$ cat config.mk
export PLATFORM = sky130hd
export DESIGN_NAME = mc_controller
export DESIGN_NICKNAME = d
export VERILOG_FILES = /design/src/rtl/mc_ctrl_pkg.sv /design/src/rtl/mc_aludec.sv /design/src/rtl/mc_controller.sv
export SDC_FILE = /design/constraint.sdc
export NUM_CORES = 1
export LEC_CHECK = 0
export BUFFER_PORTS_ARGS = -buffer_cell sky130_fd_sc_hd__buf_2
export CAP_MARGIN = 25
export CORE_ASPECT_RATIO = 1.1
export CORE_MARGIN = 1.5
export CORE_UTILIZATION = 52
export CTS_CLUSTER_SIZE = 10
export DETAILED_ROUTE_END_ITERATION = 7
export PLACE_DENSITY_LB_ADDON = 0.1
export SYNTH_ARGS = -nofsm -noshare
export SYNTH_HDL_FRONTEND = slang
export SYNTH_SLANG_ARGS = --single-unit
$ cat constraint.sdc
create_clock -name clk -period 3.9 [get_ports clk]
set_clock_uncertainty 0.1 [all_clocks]
set_input_delay 0 -clock clk [delete_from_list [all_inputs] [get_ports clk]]
set_output_delay 0 -clock clk [all_outputs]
set_load 0.02 [all_outputs]
$ cat src/rtl/mc_ctrl_pkg.sv
// ---------------------------------------------------------------------------
// mc_ctrl_pkg
// Shared encodings for the multicycle MIPS control FSM:
//   - instruction opcodes and R-type funct codes recognised by the controller
//   - ALU control codes driven to the datapath ALU
//   - alu_op codes between the main FSM and the ALU decoder
//   - datapath mux-select encodings (pc_src, alu_src_a/b, reg_dst, mem_to_reg)
//   - the 4-bit FSM state enumeration
// ---------------------------------------------------------------------------
package mc_ctrl_pkg;

    // Opcodes (IR[31:26])
    localparam logic [5:0] OP_RTYPE = 6'b000000;
    localparam logic [5:0] OP_LW    = 6'b100011;
    localparam logic [5:0] OP_SW    = 6'b101011;
    localparam logic [5:0] OP_BEQ   = 6'b000100;
    localparam logic [5:0] OP_ADDI  = 6'b001000;
    localparam logic [5:0] OP_J     = 6'b000010;
    localparam logic [5:0] OP_JAL   = 6'b000011;

    // R-type funct codes (IR[5:0])
    localparam logic [5:0] F_ADD = 6'b100000;
    localparam logic [5:0] F_SUB = 6'b100010;
    localparam logic [5:0] F_AND = 6'b100100;
    localparam logic [5:0] F_OR  = 6'b100101;
    localparam logic [5:0] F_SLT = 6'b101010;
    localparam logic [5:0] F_JR  = 6'b001000;

    // ALU control codes
    localparam logic [3:0] ALU_AND = 4'b0000;
    localparam logic [3:0] ALU_OR  = 4'b0001;
    localparam logic [3:0] ALU_ADD = 4'b0010;
    localparam logic [3:0] ALU_SUB = 4'b0110;
    localparam logic [3:0] ALU_SLT = 4'b0111;

    // Main FSM -> ALU decoder operation class
    localparam logic [1:0] ALUOP_ADD   = 2'b00;
    localparam logic [1:0] ALUOP_SUB   = 2'b01;
    localparam logic [1:0] ALUOP_FUNCT = 2'b10;

    // PC source select
    localparam logic [1:0] PCSRC_ALU    = 2'b00;
    localparam logic [1:0] PCSRC_ALUOUT = 2'b01;
    localparam logic [1:0] PCSRC_JUMP   = 2'b10;
    localparam logic [1:0] PCSRC_REGA   = 2'b11;

    // ALU operand selects
    localparam logic       SRCA_PC      = 1'b0;
    localparam logic       SRCA_REGA    = 1'b1;
    localparam logic [1:0] SRCB_REGB    = 2'b00;
    localparam logic [1:0] SRCB_FOUR    = 2'b01;
    localparam logic [1:0] SRCB_IMM     = 2'b10;
    localparam logic [1:0] SRCB_IMM_SH2 = 2'b11;

    // Register-file write destination and write-data source
    localparam logic [1:0] REGDST_RT     = 2'b00;
    localparam logic [1:0] REGDST_RD     = 2'b01;
    localparam logic [1:0] REGDST_RA     = 2'b10;
    localparam logic [1:0] M2R_ALUOUT    = 2'b00;
    localparam logic [1:0] M2R_MDR       = 2'b01;
    localparam logic [1:0] M2R_PC        = 2'b10;

    typedef enum logic [3:0] {
        S_FETCH  = 4'd0,
        S_DECODE = 4'd1,
        S_MEMADR = 4'd2,
        S_MEMRD  = 4'd3,
        S_MEMWB  = 4'd4,
        S_MEMWR  = 4'd5,
        S_EXEC   = 4'd6,
        S_ALUWB  = 4'd7,
        S_ADDIEX = 4'd8,
        S_ADDIWB = 4'd9,
        S_BRANCH = 4'd10,
        S_JUMP   = 4'd11,
        S_JAL    = 4'd12,
        S_JR     = 4'd13
    } state_e;

endpackage

$ cat src/rtl/mc_aludec.sv
// ---------------------------------------------------------------------------
// mc_aludec
// ALU control decoder. Maps the operation class from the main FSM plus the
// R-type funct field onto an ALU control code, and reports whether the funct
// is one the controller supports and whether it is jr.
// Ports:
//   alu_op      in  2  00 add, 01 sub, 10 decode from funct
//   funct       in  6  IR[5:0]
//   alu_ctrl    out 4  ALU control code
//   funct_legal out 1  funct is a supported R-type function (incl. jr)
//   is_jr       out 1  funct is jr
// ---------------------------------------------------------------------------
module mc_aludec
    import mc_ctrl_pkg::*;
(
    input  logic [1:0] alu_op,
    input  logic [5:0] funct,
    output logic [3:0] alu_ctrl,
    output logic       funct_legal,
    output logic       is_jr
);

    logic [3:0] funct_ctrl;

    always_comb begin
        funct_ctrl  = ALU_ADD;
        funct_legal = 1'b1;
        is_jr       = 1'b0;
        case (funct)
            F_ADD:   funct_ctrl = ALU_ADD;
            F_SUB:   funct_ctrl = ALU_SUB;
            F_AND:   funct_ctrl = ALU_AND;
            F_OR:    funct_ctrl = ALU_OR;
            F_SLT:   funct_ctrl = ALU_SLT;
            F_JR:    is_jr      = 1'b1;
            default: funct_legal = 1'b0;
        endcase
    end

    always_comb begin
        case (alu_op)
            ALUOP_ADD: alu_ctrl = ALU_ADD;
            ALUOP_SUB: alu_ctrl = ALU_SUB;
            default:   alu_ctrl = funct_ctrl;
        endcase
    end

endmodule

$ cat src/rtl/mc_controller.sv
// ---------------------------------------------------------------------------
// mc_controller
// Multicycle control FSM for the MIPS core. Steps the shared PC/IR/ALU/
// regfile/unified-memory datapath through one instruction at a time and
// drives per-state enables and mux selects. Fetch and data accesses wait on
// mem_ready so slow memory simply stretches those states.
// Ports:
//   clk, rst_n          clock; synchronous active-low reset
//   opcode, funct       IR[31:26], IR[5:0]
//   zero                ALU zero flag (used in BRANCH)
//   mem_ready           memory access completes this cycle
//   mem_re, mem_we      memory read / write request
//   iord                memory address select (0 PC, 1 ALUOut)
//   ir_we, pc_we        IR / PC load enables
//   pc_src              PC source select
//   alu_src_a/b, alu_ctrl  ALU operand selects and operation
//   reg_dst, mem_to_reg, we_reg  register file write controls
//   instr_done          pulse in the final state of each retired instruction
//   illegal_op          pulse when DECODE sees an unsupported instruction
// All outputs are held at 0 while rst_n is low.
// ---------------------------------------------------------------------------
module mc_controller
    import mc_ctrl_pkg::*;
(
    input  logic       clk,
    input  logic       rst_n,
    input  logic [5:0] opcode,
    input  logic [5:0] funct,
    input  logic       zero,
    input  logic       mem_ready,
    output logic       mem_re,
    output logic       mem_we,
    output logic       iord,
    output logic       ir_we,
    output logic       pc_we,
    output logic [1:0] pc_src,
    output logic       alu_src_a,
    output logic [1:0] alu_src_b,
    output logic [3:0] alu_ctrl,
    output logic [1:0] reg_dst,
    output logic [1:0] mem_to_reg,
    output logic       we_reg,
    output logic       instr_done,
    output logic       illegal_op
);

    state_e     state_q;
    state_e     state_d;
    logic       decode_illegal;
    logic [1:0] alu_op;
    logic [3:0] alu_ctrl_dec;
    logic       funct_legal;
    logic       is_jr;

    // funct_legal / is_jr do not depend on alu_op, so one decoder serves
    // both the EXEC/BRANCH ALU control and the DECODE legality check.
    mc_aludec u_aludec (
        .alu_op      (alu_op),
        .funct       (funct),
        .alu_ctrl    (alu_ctrl_dec),
        .funct_legal (funct_legal),
        .is_jr       (is_jr)
    );

    assign alu_op = (state_q == S_EXEC)   ? ALUOP_FUNCT :
                    (state_q == S_BRANCH) ? ALUOP_SUB   : ALUOP_ADD;

    assign alu_ctrl = rst_n ? alu_ctrl_dec : 4'b0000;

    always_ff @(posedge clk) begin
        if (!rst_n) begin
            state_q <= S_FETCH;
        end else begin
            state_q <= state_d;
        end
    end

    // Next-state logic
    always_comb begin
        state_d        = state_q;
        decode_illegal = 1'b0;
        case (state_q)
            S_FETCH:  if (mem_ready) state_d = S_DECODE;
            S_DECODE: begin
                case (opcode)
                    OP_LW, OP_SW: state_d = S_MEMADR;
                    OP_RTYPE: begin
                        if (!funct_legal) begin
                            state_d        = S_FETCH;
                            decode_illegal = 1'b1;
                        end else if (is_jr) begin
                            state_d = S_JR;
                        end else begin
                            state_d = S_EXEC;
                        end
                    end
                    OP_ADDI: state_d = S_ADDIEX;
                    OP_BEQ:  state_d = S_BRANCH;
                    OP_J:    state_d = S_JUMP;
                    OP_JAL:  state_d = S_JAL;
                    default: begin
                        state_d        = S_FETCH;
                        decode_illegal = 1'b1;
                    end
                endcase
            end
            // IR holds the same instruction, so opcode still separates lw/sw.
            S_MEMADR: state_d = (opcode == OP_LW) ? S_MEMRD : S_MEMWR;
            S_MEMRD:  if (mem_ready) state_d = S_MEMWB;
            S_MEMWR:  if (mem_ready) state_d = S_FETCH;
            S_EXEC:   state_d = S_ALUWB;
            S_ADDIEX: state_d = S_ADDIWB;
            default:  state_d = S_FETCH;
        endcase
    end

    // Output decode; everything stays 0 while reset is asserted so an
    // aborted instruction cannot produce any further write.
    always_comb begin
        mem_re     = 1'b0;
        mem_we     = 1'b0;
        iord       = 1'b0;
        ir_we      = 1'b0;
        pc_we      = 1'b0;
        pc_src     = PCSRC_ALU;
        alu_src_a  = SRCA_PC;
        alu_src_b  = SRCB_REGB;
        reg_dst    = REGDST_RT;
        mem_to_reg = M2R_ALUOUT;
        we_reg     = 1'b0;
        instr_done = 1'b0;
        illegal_op = 1'b0;
        if (rst_n) begin
            case (state_q)
                S_FETCH: begin
                    mem_re    = 1'b1;
                    alu_src_b = SRCB_FOUR;
                    if (mem_ready) begin
                        ir_we = 1'b1;
                        pc_we = 1'b1;
                    end
                end
                S_DECODE: begin
                    alu_src_b  = SRCB_IMM_SH2;
                    illegal_op = decode_illegal;
                end
                S_MEMADR, S_ADDIEX: begin
                    alu_src_a = SRCA_REGA;
                    alu_src_b = SRCB_IMM;
                end
                S_MEMRD: begin
                    mem_re = 1'b1;
                    iord   = 1'b1;
                end
                S_MEMWB: begin
                    we_reg     = 1'b1;
                    reg_dst    = REGDST_RT;
                    mem_to_reg = M2R_MDR;
                    instr_done = 1'b1;
                end
                S_MEMWR: begin
                    mem_we     = 1'b1;
                    iord       = 1'b1;
                    instr_done = mem_ready;
                end
                S_EXEC: begin
                    alu_src_a = SRCA_REGA;
                    alu_src_b = SRCB_REGB;
                end
                S_ALUWB: begin
                    we_reg     = 1'b1;
                    reg_dst    = REGDST_RD;
                    mem_to_reg = M2R_ALUOUT;
                    instr_done = 1'b1;
                end
                S_ADDIWB: begin
                    we_reg     = 1'b1;
                    reg_dst    = REGDST_RT;
                    mem_to_reg = M2R_ALUOUT;
                    instr_done = 1'b1;
                end
                S_BRANCH: begin
                    alu_src_a  = SRCA_REGA;
                    alu_src_b  = SRCB_REGB;
                    pc_src     = PCSRC_ALUOUT;
                    pc_we      = zero;
                    instr_done = 1'b1;
                end
                S_JUMP: begin
                    pc_src     = PCSRC_JUMP;
                    pc_we      = 1'b1;
                    instr_done = 1'b1;
                end
                S_JAL: begin
                    pc_src     = PCSRC_JUMP;
                    pc_we      = 1'b1;
                    we_reg     = 1'b1;
                    reg_dst    = REGDST_RA;
                    mem_to_reg = M2R_PC;
                    instr_done = 1'b1;
                end
                S_JR: begin
                    pc_src     = PCSRC_REGA;
                    pc_we      = 1'b1;
                    instr_done = 1'b1;
                end
                default: begin
                end
            endcase
        end
    end

endmodule
==> impl_metrics.json, run 1 <==
{
  "cts_tree": "done",
  "async_flop_share": 0,
  "reg2reg_slack_ns": 2.02,
  "synth_nets": 150,
  "fin_nets": 181,
  "cts_setup_buffers": 0,
  "clk_latency_ns": 0.24,
  "peakVddDrop_uv": 80.9,
  "path_clk_slew_ns": 0.04,
  "area_growth_pct": 14.6,
  "drt_iter0_markers": 27,
  "place_congestion": 0.879,
  "synth-edff-count": 0,
  "crit_path_end_kind": "output pin",
  "vias": 1093,
  "place_ws_ns": 2.05,
  "combPwrFrac": 0.385,
  "power_leakage_uw": 0.000445,
  "status": "finished, final reports clean",
  "rr_worst_depth": 5,
  "wl_per_cell_um": 12.8,
  "cts_made_buffers": 3,
  "core-area_um2": 1600,
  "critical_path_arrival_ns": 1.87,
  "reg_top3": "state_q (4)",
  "die-area_um2": 1990,
  "viasPerCell": 6.07,
  "ys_ff_latch": 4,
  "num_rows": 15,
  "min_to": "state_q[0]",
  "criticalPathCategory": "reg2out",
  "setup_viol": 0,
  "pwr-share-clk": 0.329,
  "grt_use_total": 0.235,
  "io_buffers": 35,
  "grt_pass1_vias": 881,
  "worstMarginPinSlew_ns": 0.629,
  "powerDensity_nw_per_um2": 157,
  "cts.sinks": 4,
  "seqPwrFrac": 0.286,
  "grt_max_degree": 22,
  "htree_levels": 1,
  "start_util": 0.565,
  "cell_internal_pwr_uw": 102,
  "largest_reg_flops": 4,
  "hold_violations": 0,
  "synthFlopType": "dfxtp_1",
  "antenna_found_initial": 0,
  "firstDrtPassIters": 5,
  "die_h_um": 46.7,
  "hpwlAfterDp_um": 1730,
  "final_antenna_net_count": 0,
  "min_period_ns": 1.97,
  "critPathLaunchType": "register",
  "setup_slack_ns": 1.93,
  "maxCapViolCount": 0,
  "holdPathStages": 4,
  "synthCells": 134,
  "cp.required_ns": 3.80,
  "final_cells": 180,
  "path_max_fanout": 21,
  "place_inst": 176,
  "grt_first_pass_wirelength_um": 3640,
  "rsz0062_at_grt": "no",
  "cts_root_buffer": "clkbuf_4",
  "insertedDiodeCount": 0,
  "yosys_warnings": 0,
  "synth.distinct_cells": 47,
  "min-delay-start": "opcode[0]",
  "syn_avg_cell_area_um2": 6.72,
  "ios": 37,
  "ys_seq_area_frac": 0.0889,
  "fin_util": 0.647,
  "timing.final.crit_share": 0.505,
  "drive_above_1_share": 0.276,
  "largest-register": "state_q",
  "min_path_type": "in2reg",
  "fmax_mhz": 508,
  "drcViolationCount": 0,
  "clock_path_buffers": 2,
  "maxSlewHeadroom": 0.580,
  "drt_wl_total_um": 2300,
  "p_sw_uw": 60.2,
  "reg2reg_from": "state_q[0]",
  "finalSetupTns_ns": 0,
  "nFillCells": 155,
  "r2r-end": "state_q[1]",
  "grt_remaining_overflow": 0,
  "slew_viol_final": 0,
  "die_w_um": 42.7,
  "syn_area_um2": 901,
  "finalPower_uw": 162,
  "p_sw_frac": 0.371
}
[cell families after synthesis]
logic type,after synthesis,share of synthesized area
other,1,0.00416
AO/OA/AOI/OAI,43,0.324
buffers and inverters,13,0.121
XOR/XNOR,1,0.00972
AND/OR/NAND/NOR,70,0.431
flip-flops,4,0.0889
multiplexers,2,0.0222
[power groups by stage]
stage               clock (uW)  combinational [uW]  sequential, uW
floorplan                    0                44.3            43.1
global placement             0                60.1            46.6
detailed placement           0                61.1            46.9
CTS                       54.7                62.3            46.2
global route              58.1                68.8            46.8
finish                    53.5                62.5            46.4
[critical path: stages, from the launching register on]
cell and delay (ns):
dfxtp_1 0.68, nor2b_1 0.36, nand2_1 0.13, a21oi_1 0.18, o21a_1 0.12, buf_2 0.15
[per-stage QoR]
stage / area, um^2 / hold WS (ns)
2_1_floorplan: 901 / 0.0181
3_3_place_gp: 1000 / 0.223
3_5_place_dp: 1000 / 0.224
4_1_cts: 1030 / 0.0125
5_1_grt: 1030 / 0.0257
6_report: 1030 / 0.0121
[placed cells by master, fill, tap and decap left out, types with 3 or more instances in the layout]
cell,Yosys,routed
clkbuf_4,0,3
nor2_1,19,19
nor2b_1,5,5
nor3_1,4,4
dfxtp_1,4,4
nand3_1,5,5
nor3b_1,4,4
or3_1,3,3
o21ai_0,8,8
a21oi_1,13,13
inv_1,3,3
buf_2,1,35
nand2_1,15,15
[area by class of cell]
cell class / instances / area [um^2] / share of cell area
Clock buffer: 3 / 22.5 / 0.0218
Multi-Input combinational cell: 117 / 712 / 0.690
Sequential cell: 4 / 80.1 / 0.0776
Timing Repair Buffer: 36 / 185 / 0.179
Tap cell: 17 / 21.3 / 0.0206
Inverter: 3 / 11.3 / 0.0109
[worst max-delay path by stage]
stage | cells after the start | endpoint | startpoint
after detailed placement | 5 | state_q[1] | state_q[0]
final | 5 | we_reg | state_q[0]
after CTS | 5 | we_reg | state_q[0]
after global routing | 5 | we_reg | state_q[0]
after floorplan | 5 | pc_we | state_q[2]
after global placement | 5 | state_q[1] | state_q[0]
[routing by layer]
| layer | share of wire | track usage |
|---|---|---|
| met1 | 0.44 | 0.296 |
| met2 | 0.50 | 0.427 |
| met3 | 0.050 | 0.0118 |
| met4 | 0.0091 | 0.0813 |
| met5 | 0 | 0 |
[repair_timing]
item | CTS | global route
hold endpoints to repair | 1 | 0
hold buffers | 1 | 0
resized for setup | 0 | 0
[cell usage after synthesis, drive strengths merged (2+ instances only)]
master | number | area share
dfxtp | 4 | 0.089
nor3b | 4 | 0.033
o31ai | 3 | 0.031
a21oi | 14 | 0.082
clkbuf | 5 | 0.065
and4b | 3 | 0.035
a31oi | 2 | 0.014
nand2b | 2 | 0.014
o21a | 2 | 0.017
inv | 3 | 0.012
and2 | 2 | 0.014
buf | 5 | 0.043
o311a | 2 | 0.022
and3 | 2 | 0.014
nor3 | 4 | 0.022
a211oi | 3 | 0.031
nand2 | 15 | 0.062
or3 | 3 | 0.021
nor2 | 19 | 0.079
nand3 | 5 | 0.028
mux2i | 2 | 0.022
o21ai | 8 | 0.044
nor2b | 5 | 0.035
Power figures use the tool's default switching activity.
==> inputs of run 2 (changes only) <==
- ABC_AREA: default -> 1
- CORE_UTILIZATION: 52 -> 45
- clock period: 3.9 -> 1.9 ns (I/O delays scaled with it)
==> impl_metrics.json, run 2 <==
{
  "rsz0062_at_grt": "no",
  "hpwlAfterDp_um": 1680,
  "die_h_um": 45.9,
  "drt_iter0_markers": 17,
  "wl_per_cell_um": 10.2,
  "largest-register": "state_q",
  "num_rows": 15,
  "yosys_warnings": 0,
  "largest_reg_flops": 4,
  "yosysTopAreaCellShare": 0.164,
  "worstSetupPathDepth": 7,
  "drcViolationCount": 0,
  "grt_first_pass_wirelength_um": 3190,
  "synthFlopType": "dfxtp_1",
  "reg_top3": "state_q (4)",
  "synth.top_cells.by_count": "33 x nand2_1, 25 x inv_1, 25 x nor2_1, 15 x nand3_1, 10 x a21oi_1",
  "synth_most_common_cell": "nand2_1",
  "antenna_found_initial": 0,
  "setup.worst_path.end": "instr_done",
  "io_buffers": 35,
  "path_clk_slew_ns": 0.04,
  "peakVddDrop_uv": 149,
  "core-area_um2": 1580,
  "fin_nets": 201,
  "cpMaxStageDelayCell": "dfxtp_1",
  "reg2reg_from": "state_q[1]",
  "critPathMaxStageDelay_ns": 0.36,
  "die-area_um2": 1930,
  "path_buf_inv": 3,
  "min-delay-start": "mem_ready",
  "cts_setup_buffers": 0,
  "criticalPathCategory": "reg2out",
  "critPathTopFamily": "simple AND/OR/NAND/NOR gates",
  "maxCapViolCount": 0,
  "cts_tree": "done",
  "place_ws_ns": 0.453,
  "viasPerCell": 5.00,
  "crit_path_end_kind": "output pin",
  "async_flop_share": 0,
  "final_common_cell": "buf_2",
  "final_antenna_net_count": 0,
  "slew_viol_final": 0,
  "die_w_um": 42.0,
  "synthCells": 148,
  "synth.distinct_cells": 27,
  "insertedDiodeCount": 0,
  "mostFrequentLayoutCells": "35 x buf_2, 33 x nand2_1, 25 x nor2_1, 24 x inv_1, 15 x nand3_1",
  "syn_avg_cell_area_um2": 5.09,
  "cts.sinks": 4,
  "firstDrtPassIters": 4,
  "grt_use_total": 0.214,
  "cp.required_ns": 1.80,
  "setup_viol": 0,
  "fmax_mhz": 587,
  "place_congestion": 0.859,
  "cts_root_buffer": "clkbuf_4",
  "grt_pass1_vias": 831,
  "clock_path_buffers": 2,
  "r2r-end": "state_q[0]",
  "synth-edff-count": 0,
  "rr_worst_depth": 7,
  "power_leakage_uw": 0.000553,
  "finalSetupTns_ns": 0,
  "min_period_ns": 1.70,
  "yosys-top-cells-area": "nand2_1 16%, inv_1 12%, nor2_1 12%",
  "grt_remaining_overflow": 0,
  "start_util": 0.478,
  "vias": 1000,
  "fin_util": 0.610,
  "setup.worst_path.start": "state_q[2]",
  "post-synth-top-area-cell": "nand2_1",
  "hold_violations": 0,
  "drt_wl_total_um": 2030,
  "area_growth_pct": 27.7,
  "syn_area_um2": 753,
  "htree_levels": 1,
  "path_max_fanout": 4,
  "timing.final.crit_share": 0.896,
  "reg2reg_slack_ns": 0.45,
  "powerDensity_nw_per_um2": 347,
  "critPathLaunchType": "register",
  "drive_above_1_share": 0.301,
  "ys_ff_latch": 4,
  "ios": 37,
  "grt_max_degree": 21,
  "ys_seq_area_frac": 0.106,
  "synth_nets": 164,
  "crit_chain": "inv_2, nor2_1, inv_1, nor2_2, nand2_1, a41oi_1, buf_2",
  "setup_slack_ns": 0.197,
  "status": "finished, final reports clean",
  "min_path_type": "in2reg",
  "critical_path_arrival_ns": 1.60,
  "clk_latency_ns": 0.25,
  "cts_made_buffers": 3
}
## run 2: cell count changes in the layout (fill, tap and decap cells not counted), moves of 4 or more
cell | previous run | this run
inv_1 | 3 | 24
o21ai_0 | 8 | 2
nand3_1 | 5 | 15
nor2b_1 | 5 | 0
nor3b_1 | 4 | 0
nor2_2 | 0 | 7
nand2_1 | 15 | 33
nor2_1 | 19 | 25
## run 2: area by class of cell
type                       instances  area (um^2)
sequential                         4         80.1
fill                             167          614
tap                               17         21.3
inverter                          27          105
clock buffer                       3         22.5
timing repair buffer              36          185
multi-input combinational        113          548
## run 2: how the worst min path moves through the flow
stage	to	slack (ns)	cells after the start
final	state_q[2]	0.04	4
after global routing	state_q[2]	0.06	4
after CTS	state_q[2]	0.04	4
after detailed placement	state_q[1]	0.14	3
after global placement	state_q[1]	0.15	3
after floorplan	state_q[1]	-0.002	2
## run 2: metal layers
| layer | track usage | share of wire | vias to the layer above |
|---|---|---|---|
| met3 | 0.0238 | 0.035 | 7 |
| met2 | 0.434 | 0.52 | 30 |
| li1 | - | - | 539 |
| met5 | 0 | 0 | - |
| met1 | 0.228 | 0.43 | 424 |
| met4 | 0.0813 | 0.021 | 0 |
## run 2: power breakdown
group | internal, uW | total, uW | switching, uW
logic | 44.6 | 130 | 85.4
registers | 87.3 | 90.4 | 3.10
clock network | 71.2 | 114 | 42.5
## run 2: per-stage QoR
stage,area (um^2),total power [uW],hold WS (ns),instances
4_1_cts,958,330,0.0435,200
6_report,962,334,0.0368,200
3_5_place_dp,926,219,0.143,196
5_1_grt,962,349,0.0629,200
3_3_place_gp,926,216,0.146,196
2_1_floorplan,753,176,-0.00237,148
## run 2: worst min-delay path, cell delays in order
cell and delay [ns]:
buf_2 0.09, inv_1 0.07, nand2_1 0.12, a21oi_2 0.06
## run 2: kinds of logic after synthesis
| kind of cell | after synthesis | synth area share |
|---|---|---|
| buffers and inverters | 31 | 0.166 |
| DFF | 4 | 0.106 |
| AOI/OAI and AO/OA | 19 | 0.153 |
| other | 1 | 0.00498 |
| and+or+nand+nor | 93 | 0.570 |
## run 2: timing repair
item,CTS,global route
gates resized for setup,0,1
endpoints found under the hold margin,1,0
endpoints found under the setup margin,0,1
hold buffers,1,0
